### config.mk
export PLATFORM = sky130hd
export DESIGN_NAME = seven_seg_sniffer
export DESIGN_NICKNAME = d
export VERILOG_FILES = /design/src/rtl/seven_seg_sniffer.sv
export SDC_FILE = /design/constraint.sdc
export NUM_CORES = 1
export LEC_CHECK = 0
export CORE_MARGIN = 1.5
export CORE_UTILIZATION = 35
export DETAILED_ROUTE_END_ITERATION = 10
export RECOVER_POWER = 50
export SYNTH_ARGS = -nofsm -noshare
export SYNTH_HDL_FRONTEND = slang
export SYNTH_SLANG_ARGS = --single-unit
### constraint.sdc
create_clock -name clk_25MHz -period 4.6 [get_ports clk_25MHz]
set_input_delay 0.69 -clock clk_25MHz [delete_from_list [all_inputs] [get_ports clk_25MHz]]
set_output_delay 0.69 -clock clk_25MHz [all_outputs]
set_load 0.005 [all_outputs]
### src/rtl/seven_seg_sniffer.sv
// Receive-side monitor for a 4-digit multiplexed active-low seven-segment bus: rebuilds the shown hex digits,
// flags illegal anode patterns and stalled scanning. Optional frame counter enabled by SEVSEG_FRAME_CNT_EN.
module seven_seg_sniffer #(
   parameter int STABLE_CYCLES = 16,
   parameter int STALL_CYCLES  = 200000
) (
   input  logic       clk_25MHz,
   input  logic       reset_n,
   input  logic [3:0] an,
   input  logic [6:0] seg,
   output logic [3:0] digitA,
   output logic [3:0] digitB,
   output logic [3:0] digitC,
   output logic [3:0] digitD,
   output logic [3:0] digit_valid,
   output logic       frame_done,
   output logic       anode_err,
   output logic       stalled
`ifdef SEVSEG_FRAME_CNT_EN
   ,
   output logic [15:0] frame_count
`endif
);

   localparam int              CW          = (STABLE_CYCLES > 2) ? $clog2(STABLE_CYCLES) : 1;
   localparam logic [CW-1:0]   SETTLE_LAST = CW'(STABLE_CYCLES - 1);
   localparam logic [17:0]     STALL_MAX   = 18'(STALL_CYCLES);

   typedef enum logic [1:0] {
      ST_WAIT   = 2'd0,
      ST_SETTLE = 2'd1,
      ST_HOLD   = 2'd2
   } state_t;

   // Returns {legal, value}; anything outside the sixteen hex glyphs is reported illegal.
   function automatic logic [4:0] decode_glyph(input logic [6:0] s);
      logic [4:0] r;
      case (s)
         7'h40:   r = {1'b1, 4'h0};
         7'h79:   r = {1'b1, 4'h1};
         7'h24:   r = {1'b1, 4'h2};
         7'h30:   r = {1'b1, 4'h3};
         7'h19:   r = {1'b1, 4'h4};
         7'h12:   r = {1'b1, 4'h5};
         7'h02:   r = {1'b1, 4'h6};
         7'h78:   r = {1'b1, 4'h7};
         7'h00:   r = {1'b1, 4'h8};
         7'h10:   r = {1'b1, 4'h9};
         7'h08:   r = {1'b1, 4'hA};
         7'h03:   r = {1'b1, 4'hB};
         7'h46:   r = {1'b1, 4'hC};
         7'h21:   r = {1'b1, 4'hD};
         7'h06:   r = {1'b1, 4'hE};
         7'h0E:   r = {1'b1, 4'hF};
         default: r = 5'b0_0000;
      endcase
      return r;
   endfunction

   logic [10:0]   sync1_r;
   logic [10:0]   sync2_r;
   logic [10:0]   prev_r;
   state_t        state_r;
   state_t        state_s;
   logic [CW-1:0] count_r;
   logic [CW-1:0] count_s;
   logic          changed_s;
   logic [3:0]    an_low_s;
   logic          capture_s;
   logic          err_set_s;
   logic [4:0]    glyph_s;
   logic [3:0]    mask_r;
   logic [3:0]    mask_next_s;
   logic [3:0]    digit_r [4];
   logic [3:0]    valid_r;
   logic          frame_done_r;
   logic          anode_err_r;
   logic [17:0]   stall_cnt_r;
   logic [17:0]   stall_next_s;
   logic          stalled_r;

   assign changed_s   = (sync2_r != prev_r);
   assign an_low_s    = ~sync2_r[10:7];
   assign glyph_s     = decode_glyph(sync2_r[6:0]);
   assign mask_next_s = mask_r | an_low_s;

   assign digitD      = digit_r[0];
   assign digitC      = digit_r[1];
   assign digitB      = digit_r[2];
   assign digitA      = digit_r[3];
   assign digit_valid = valid_r;
   assign frame_done  = frame_done_r;
   assign anode_err   = anode_err_r;
   assign stalled     = stalled_r;

   // Input synchronizer, previous-sample register and FSM state.
   always_ff @(posedge clk_25MHz) begin
      if (!reset_n) begin
         sync1_r <= 11'h7FF;
         sync2_r <= 11'h7FF;
         prev_r  <= 11'h7FF;
         state_r <= ST_WAIT;
         count_r <= '0;
      end else begin
         sync1_r <= {an, seg};
         sync2_r <= sync1_r;
         prev_r  <= sync2_r;
         state_r <= state_s;
         count_r <= count_s;
      end
   end

   // Next-state logic: a pattern is acted on once it has stayed unchanged long enough.
   always_comb begin
      state_s   = state_r;
      count_s   = count_r;
      capture_s = 1'b0;
      err_set_s = 1'b0;
      case (state_r)
         ST_WAIT: begin
            if (changed_s) begin
               state_s = ST_SETTLE;
               count_s = '0;
            end else begin
               state_s = ST_WAIT;
            end
         end
         ST_SETTLE: begin
            if (changed_s) begin
               count_s = '0;
            end else if (count_r == SETTLE_LAST) begin
               count_s = '0;
               if ($onehot(an_low_s)) begin
                  capture_s = 1'b1;
                  state_s   = ST_HOLD;
               end else if (an_low_s == 4'h0) begin
                  state_s = ST_WAIT;
               end else begin
                  err_set_s = 1'b1;
                  state_s   = ST_HOLD;
               end
            end else begin
               count_s = count_r + 1'b1;
            end
         end
         ST_HOLD: begin
            if (changed_s) begin
               state_s = ST_SETTLE;
               count_s = '0;
            end else begin
               state_s = ST_HOLD;
            end
         end
         default: begin
            state_s = ST_WAIT;
            count_s = '0;
         end
      endcase
   end

   // Digit capture, capture mask, frame pulse and sticky anode error.
   always_ff @(posedge clk_25MHz) begin
      if (!reset_n) begin
         for (int i = 0; i < 4; i++) begin
            digit_r[i] <= 4'h0;
         end
         valid_r      <= 4'h0;
         mask_r       <= 4'h0;
         frame_done_r <= 1'b0;
         anode_err_r  <= 1'b0;
      end else begin
         frame_done_r <= 1'b0;
         if (capture_s) begin
            for (int i = 0; i < 4; i++) begin
               if (an_low_s[i]) begin
                  if (glyph_s[4]) begin
                     digit_r[i] <= glyph_s[3:0];
                     valid_r[i] <= 1'b1;
                  end else begin
                     valid_r[i] <= 1'b0;
                  end
               end
            end
            if (mask_next_s == 4'hF) begin
               mask_r       <= 4'h0;
               frame_done_r <= 1'b1;
            end else begin
               mask_r <= mask_next_s;
            end
         end
         if (err_set_s) begin
            anode_err_r <= 1'b1;
         end
      end
   end

   // A capture clears the stall counter in the same cycle it would saturate, so capture wins.
   always_comb begin
      if (capture_s) begin
         stall_next_s = 18'd0;
      end else if (stall_cnt_r == STALL_MAX) begin
         stall_next_s = stall_cnt_r;
      end else begin
         stall_next_s = stall_cnt_r + 18'd1;
      end
   end

   // Stall counter and stalled flag.
   always_ff @(posedge clk_25MHz) begin
      if (!reset_n) begin
         stall_cnt_r <= 18'd0;
         stalled_r   <= 1'b0;
      end else begin
         stall_cnt_r <= stall_next_s;
         stalled_r   <= (stall_next_s == STALL_MAX);
      end
   end

`ifdef SEVSEG_FRAME_CNT_EN
   logic [15:0] frame_count_r;

   assign frame_count = frame_count_r;

   // Free-running count of completed frames, wrapping at 16 bits.
   always_ff @(posedge clk_25MHz) begin
      if (!reset_n) begin
         frame_count_r <= 16'h0000;
      end else if (frame_done_r) begin
         frame_count_r <= frame_count_r + 16'h0001;
      end else begin
         frame_count_r <= frame_count_r;
      end
   end
`endif

endmodule

==> results of run 1 <==
==> per-layer routing <==
metal,wire length (µm),share of wire,track usage,vias up
li1,-,-,-,1426
met4,146,0.020,0.0733,0
met2,3210,0.44,0.206,53
met5,0,0,0,-
met3,231,0.032,0.0201,11
met1,3730,0.51,0.191,1284
==> cell type report <==
cell class              instances  area [µm²]  share of cell area
inverters                      15        56.3              0.0128
flip-flops and latches         84        1840               0.417
clock inverters                 7        76.3              0.0173
well taps                     136         170              0.0385
clock buffers                   9         124              0.0281
multi-input cells             279        1800               0.407
repair buffers                 36         348              0.0788
==> worst min-delay path by stage <==
stage,start,to,slack (ps)
final,sync1_r[1]$_SDFF_PN1_,sync2_r[1]$_SDFF_PN1_,410
after global routing,sync1_r[1]$_SDFF_PN1_,sync2_r[1]$_SDFF_PN1_,430
after CTS,sync1_r[1]$_SDFF_PN1_,sync2_r[1]$_SDFF_PN1_,420
after detailed placement,sync1_r[1]$_SDFF_PN1_,sync2_r[1]$_SDFF_PN1_,390
after global placement,sync1_r[6]$_SDFF_PN1_,sync2_r[6]$_SDFF_PN1_,390
after floorplan,sync1_r[0]$_SDFF_PN1_,sync2_r[0]$_SDFF_PN1_,390
==> cells in the final DEF, fill, tap and decap left out, types with 2 or more instances in the layout <==
| cell | netlist | final |
|---|---|---|
| inv_1 | 15 | 15 |
| o22ai_1 | 3 | 3 |
| o21a_1 | 2 | 2 |
| inv_8 | 0 | 3 |
| o21ai_1 | 5 | 5 |
| a31oi_1 | 3 | 3 |
| clkdlybuf4s50_1 | 0 | 11 |
| nor4_2 | 3 | 3 |
| nand2b_1 | 35 | 35 |
| nor3b_1 | 2 | 2 |
| o32ai_1 | 2 | 2 |
| or4b_1 | 2 | 2 |
| xnor2_1 | 13 | 13 |
| dlygate4sd3_1 | 0 | 23 |
| o21ai_0 | 4 | 4 |
| xor2_1 | 17 | 17 |
| or3b_1 | 2 | 2 |
| and3_1 | 7 | 7 |
| a21boi_1 | 3 | 3 |
| dfxtp_1 | 68 | 68 |
| edfxtp_1 | 16 | 16 |
| nor4_1 | 7 | 7 |
| nand3_1 | 14 | 14 |
| nor2_1 | 55 | 55 |
| nor3_1 | 7 | 7 |
| a21oi_1 | 14 | 14 |
| clkinv_4 | 0 | 2 |
| clkbuf_1 | 12 | 2 |
| nand2_1 | 19 | 19 |
| or2b_2 | 2 | 2 |
| nand3b_1 | 4 | 4 |
| nand4_1 | 4 | 4 |
| o31ai_1 | 5 | 5 |
| mux2i_1 | 4 | 4 |
| clkbuf_8 | 0 | 9 |
| ha_1 | 6 | 6 |
| nor2b_1 | 6 | 6 |
==> flip-flops by register name, summed over array words and instances, names as in the netlist <==
signal and flops:
anode_err 1, count_r 4, digit_r 16, digit_valid 4, frame_done 1, mask_r 4
prev_r 11, stall_cnt_r 18, stalled 1, state_r 2, sync1_r 11, sync2_r 11
==> worst max-delay path, cell delays in order (launching register included) <==
cell	delay [ps]
dfxtp_1	400
fa_1	560
inv_1	40
ha_1	170
ha_1	260
or3b_2	490
nor3_1	240
nand4_2	380
nor2_1	310
inv_1	90
o21ai_1	310
==> power by group through the flow <==
stage | Clock [mW] | Sequential [mW] | Combinational (mW)
2_1_floorplan | 0 | 0.796 | 0.0628
3_3_place_gp | 0 | 0.807 | 0.0867
3_5_place_dp | 0 | 0.808 | 0.0881
4_1_cts | 0.543 | 0.790 | 0.0885
5_1_grt | 0.572 | 0.794 | 0.0947
6_report | 0.526 | 0.790 | 0.0844
==> cells by family after synthesis <==
group / Yosys count / share of synthesized area
xor+xnor: 30 / 0.0695
compound gates: 55 / 0.0993
flops: 84 / 0.487
simple gates: 182 / 0.268
fa+ha+maj: 7 / 0.0251
buf+inv: 33 / 0.0374
mux: 5 / 0.0136
==> through the flow <==
step | total power, mW | cell area (µm²)
4_1_cts | 1.42 | 4420
3_5_place_dp | 0.896 | 4220
2_1_floorplan | 0.859 | 3780
3_3_place_gp | 0.894 | 4220
6_report | 1.40 | 4410
5_1_grt | 1.46 | 4410
==> results_dict.tcl, run 1 <==
set metrics [dict create \
    slew_headroom 0.173 \
    io_pins 36 \
    synth-seq-area-share 0.487 \
    drt_iter0_markers 161 \
    crit_fanout 10 \
    grt_usage 0.137 \
    numCtsBuffers 9 \
    worst_r2r_startpoint "sync2_r[7]$_SDFF_PN1_" \
    start_util 0.363 \
    pwr-share-comb 0.060 \
    crit_start "sync2_r[7]$_SDFF_PN1_" \
    fill_cells 1053 \
    cts_tree "built" \
    hold_ws_ps 413 \
    grt_pass1_wl_um 12300 \
    cts_setup_buffers 0 \
    fin_crit_ps 3560 \
    seqPwrFrac 0.564 \
    criticalPathCategory "register to register" \
    cts_sinks 84 \
    nNetsFinal 445 \
    num_rows 37 \
    worst-endpoint-arrival_ps 3610 \
    syn_nets 416 \
    r2r_slack_ps 1040 \
    ctsLongestPathBuffers 2 \
    fin_setup_tns_ps 0 \
    grt_max_degree 27 \
    grt_overflow_total 0 \
    slew_viol_final 0 \
    drive_above_1_share 0.0721 \
    postCtsHoldBufs 0 \
    dp_slack_ps 1050 \
    design.core.area_um2 10400 \
    end_kind "register" \
    syn_inst 396 \
    syn_area_per_cell_um2 9.55 \
    yosysTopAreaCellShare 0.360 \
    hold_path_depth 1 \
    setup_viol 0 \
    p_leak_nw 1.57 \
    synth.area.top_cells "dfxtp_1 36%, edfxtp_1 13%, nand2b_1 5.8%, nor2_1 5.5%, xor2_1 3.9%" \
    synth_top_area_cell "dfxtp_1" \
    drt-pass1-iter-count 4 \
    htree_levels 3 \
    worst_slack_ps 1040 \
    routabilityCongestion 0.807 \
    post-route-drc-count 0 \
    synth_seq_cells 84 \
    synth_edf_count 16 \
    async_reset_ff_frac 0 \
    max_cap_violations 0 \
    synth.distinct_cells 65 \
    placed_cells 550 \
    power.switching_uw 372 \
    grt_pass1_vias 2542 \
    status "completed" \
    cts_resized 0 \
    regToRegEndpoint "digit_r[2][3]$_SDFFCE_PN0P_" \
    switching_share 0.266 \
    critical_path.endpoint "digit_r[2][3]$_SDFFCE_PN0P_" \
    powerDensity_nw_per_um2 317 \
    ys.flop_type "dfxtp_1" \
    r2r_cells 10 \
    synth_common_cells "68 x dfxtp_1, 55 x nor2_1, 35 x nand2b_1, 19 x nand2_1, 17 x xor2_1" \
    rsz0062_at_grt "no" \
    via_count 2774 \
    ys_warn_count 0 \
    wl_per_cell_um 12.9 \
    cts.clk_slew.worst_paths_ps 100 \
    dieArea_um2 11400 \
    fin_cells 566 \
    hold_class "register to register" \
    clk_latency_ps 370 \
    hpwl_um 5240 \
    post-route-period-util 0.775 \
    wl_um 7320 \
    hold_viol_final 0 \
    via_per_inst 4.90 \
    p_int_mw 1.03 \
    portBuffers 35 \
    pwr-share-clk 0.376 \
    cp.required_ps 4640 \
    diodes 0 \
    yosysMostFrequentCell "dfxtp_1" \
    ir_drop_uv 131 \
    die_h_um 107 \
    finClkSkew_ps 13.2 \
    netlist_area_um2 3780 \
    die_w_um 107 \
    max_clock_freq_mhz 281 \
    cts-root-buf "clkbuf_8" \
    ant_nets 0 \
    startpoint_type "register" \
    antenna_found_initial 0 \
    syn2layout_area_growth_pct 16.7 \
    tightest_slew_ps 1240 \
    post-route-util 0.424 \
]
No activity file was read; power rests on OpenSTA's default activity.
==> inputs of run 2 (changes only) <==
- clock period: 4.6 -> 3.5 ns (I/O delays scaled with it)
==> run 2 against run 1 <==
  * Sequential power up 32%
  * Design area down 0.23%
  * Wire length up 0.55%
  * Hold slack worse by 3.8 ps
  * Global-route usage about the same
  * First-iteration DRC count down 27%
  * Critical endpoint is now digit_r[1][1]$_SDFFCE_PN0P_
==> results_dict.tcl, run 2 (synthesis results as in run 1) <==
set metrics [dict create \
    startpoint_type "register" \
    grt_usage 0.138 \
    cts.clk_slew.worst_paths_ps 80 \
    antenna_found_initial 0 \
    p_leak_nw 1.56 \
    wl_um 7360 \
    max_clock_freq_mhz 307 \
    htree_levels 3 \
    cts_sinks 84 \
    fin_setup_tns_ps 0 \
    finClkSkew_ps 7.29 \
    num_rows 37 \
    fill_cells 1062 \
    hold_viol_final 0 \
    via_count 2735 \
    reg_top3 "stall_cnt_r: 18 flops, digit_r: 16 flops" \
    wl_per_cell_um 12.9 \
    ant_nets 0 \
    grt_max_degree 28 \
    post-route-util 0.423 \
    worst-endpoint-arrival_ps 3330 \
    io_pins 36 \
    diodes 0 \
    largest_reg_flops 18 \
    crit_chain "fa_1 -> inv_1 -> ha_1 -> ha_1 -> or3b_2 -> nor3_1 -> nand4_2 -> buf_4 -> o31ai_1 -> buf_4" \
    ir_drop_uv 194 \
    slowest_delay_ps 570 \
    end_kind "register" \
    slowest_stage "fa_1" \
    top_register "stall_cnt_r" \
    syn2layout_area_growth_pct 16.5 \
    cts-root-buf "clkbuf_8" \
    via_per_inst 4.80 \
    post-route-drc-count 0 \
    cts_setup_buffers 0 \
    numCtsBuffers 9 \
    cts_tree "built" \
    die_w_um 107 \
    grt_pass1_wl_um 12500 \
    hold_class "register to register" \
    routabilityCongestion 0.811 \
    post-route-period-util 0.931 \
    powerDensity_nw_per_um2 395 \
    slew_viol_final 0 \
    ctsLongestPathBuffers 2 \
    grt_pass1_vias 2541 \
    criticalPathCategory "register to register" \
    dieArea_um2 11400 \
    tightest_slew_ps 1140 \
    cp.required_ps 3570 \
    postCtsHoldBufs 0 \
    cts_resized 0 \
    hpwl_um 5180 \
    crit_fanout 9 \
    nNetsFinal 449 \
    drive_above_1_share 0.0737 \
    layout_commonest_cell "dfxtp_1" \
    portBuffers 35 \
    grt_overflow_total 0 \
    drt_iter0_markers 117 \
    mostFrequentLayoutCells "68 x dfxtp_1, 55 x nor2_1, 35 x nand2b_1, 23 x dlygate4sd3_1, 19 x nand2_1" \
    clk_latency_ps 340 \
    drt-pass1-iter-count 5 \
    max_cap_violations 0 \
    die_h_um 107 \
    slew_headroom 0.240 \
    status "completed" \
    design.core.area_um2 10400 \
    rsz0062_at_grt "no" \
    setup_viol 0 \
    start_util 0.363 \
    fin_crit_ps 3260 \
]
## run 2: area by class of cell
type | count | area (µm²) | area share
inverter | 15 | 56.3 | 0.0128
tap | 136 | 170 | 0.0386
clock inverter | 5 | 28.8 | 0.00653
sequential | 84 | 1840 | 0.418
timing repair buffer | 40 | 378 | 0.0858
clock buffer | 11 | 131 | 0.0298
multi-input combinational | 279 | 1800 | 0.408
## run 2: critical path: cells and delay by family, from the launching register on
kind	cells	cell delay, ps
fa+ha+maj	3	1010
simple gates	3	860
buf+inv	3	460
flops	1	400
compound gates	1	250
## run 2: layer usage
| layer | global-route usage | part of all wire | vias up |
|---|---|---|---|
| met5 | 0 | 0 | - |
| met4 | 0.0486 | 0.0098 | 0 |
| met3 | 0.0304 | 0.040 | 5 |
| met2 | 0.213 | 0.44 | 50 |
| met1 | 0.190 | 0.51 | 1249 |
| li1 | - | - | 1431 |
## run 2: through the flow
stage	cell area (µm²)	cells	setup WS (ps)	total power, mW	hold WS, ps
floorplan	3780	396	301	1.13	386
finish	4400	570	240	1.74	409
global route	4400	570	71.4	1.81	426
global placement	4250	554	315	1.18	390
CTS	4410	570	256	1.76	413
detailed placement	4250	554	271	1.18	392
## run 2: power breakdown
part / switching [mW] / internal (mW) / total (mW)
sequential: 0.0273 / 1.01 / 1.04
clock: 0.337 / 0.254 / 0.590
combinational: 0.0536 / 0.0594 / 0.113
## run 2: path summary, 6_finish.rpt
| path | from | end | slack [ps] | cells past startpoint |
|---|---|---|---|---|
| max | sync2_r[7]$_SDFF_PN1_ | digit_r[1][1]$_SDFFCE_PN0P_ | 240 | 10 |
| min | sync1_r[2]$_SDFF_PN1_ | sync2_r[2]$_SDFF_PN1_ | 410 | 1 |
| max reg2reg | sync2_r[7]$_SDFF_PN1_ | digit_r[1][1]$_SDFFCE_PN0P_ | 240 | 10 |
| min reg2reg | sync1_r[2]$_SDFF_PN1_ | sync2_r[2]$_SDFF_PN1_ | 410 | 1 |
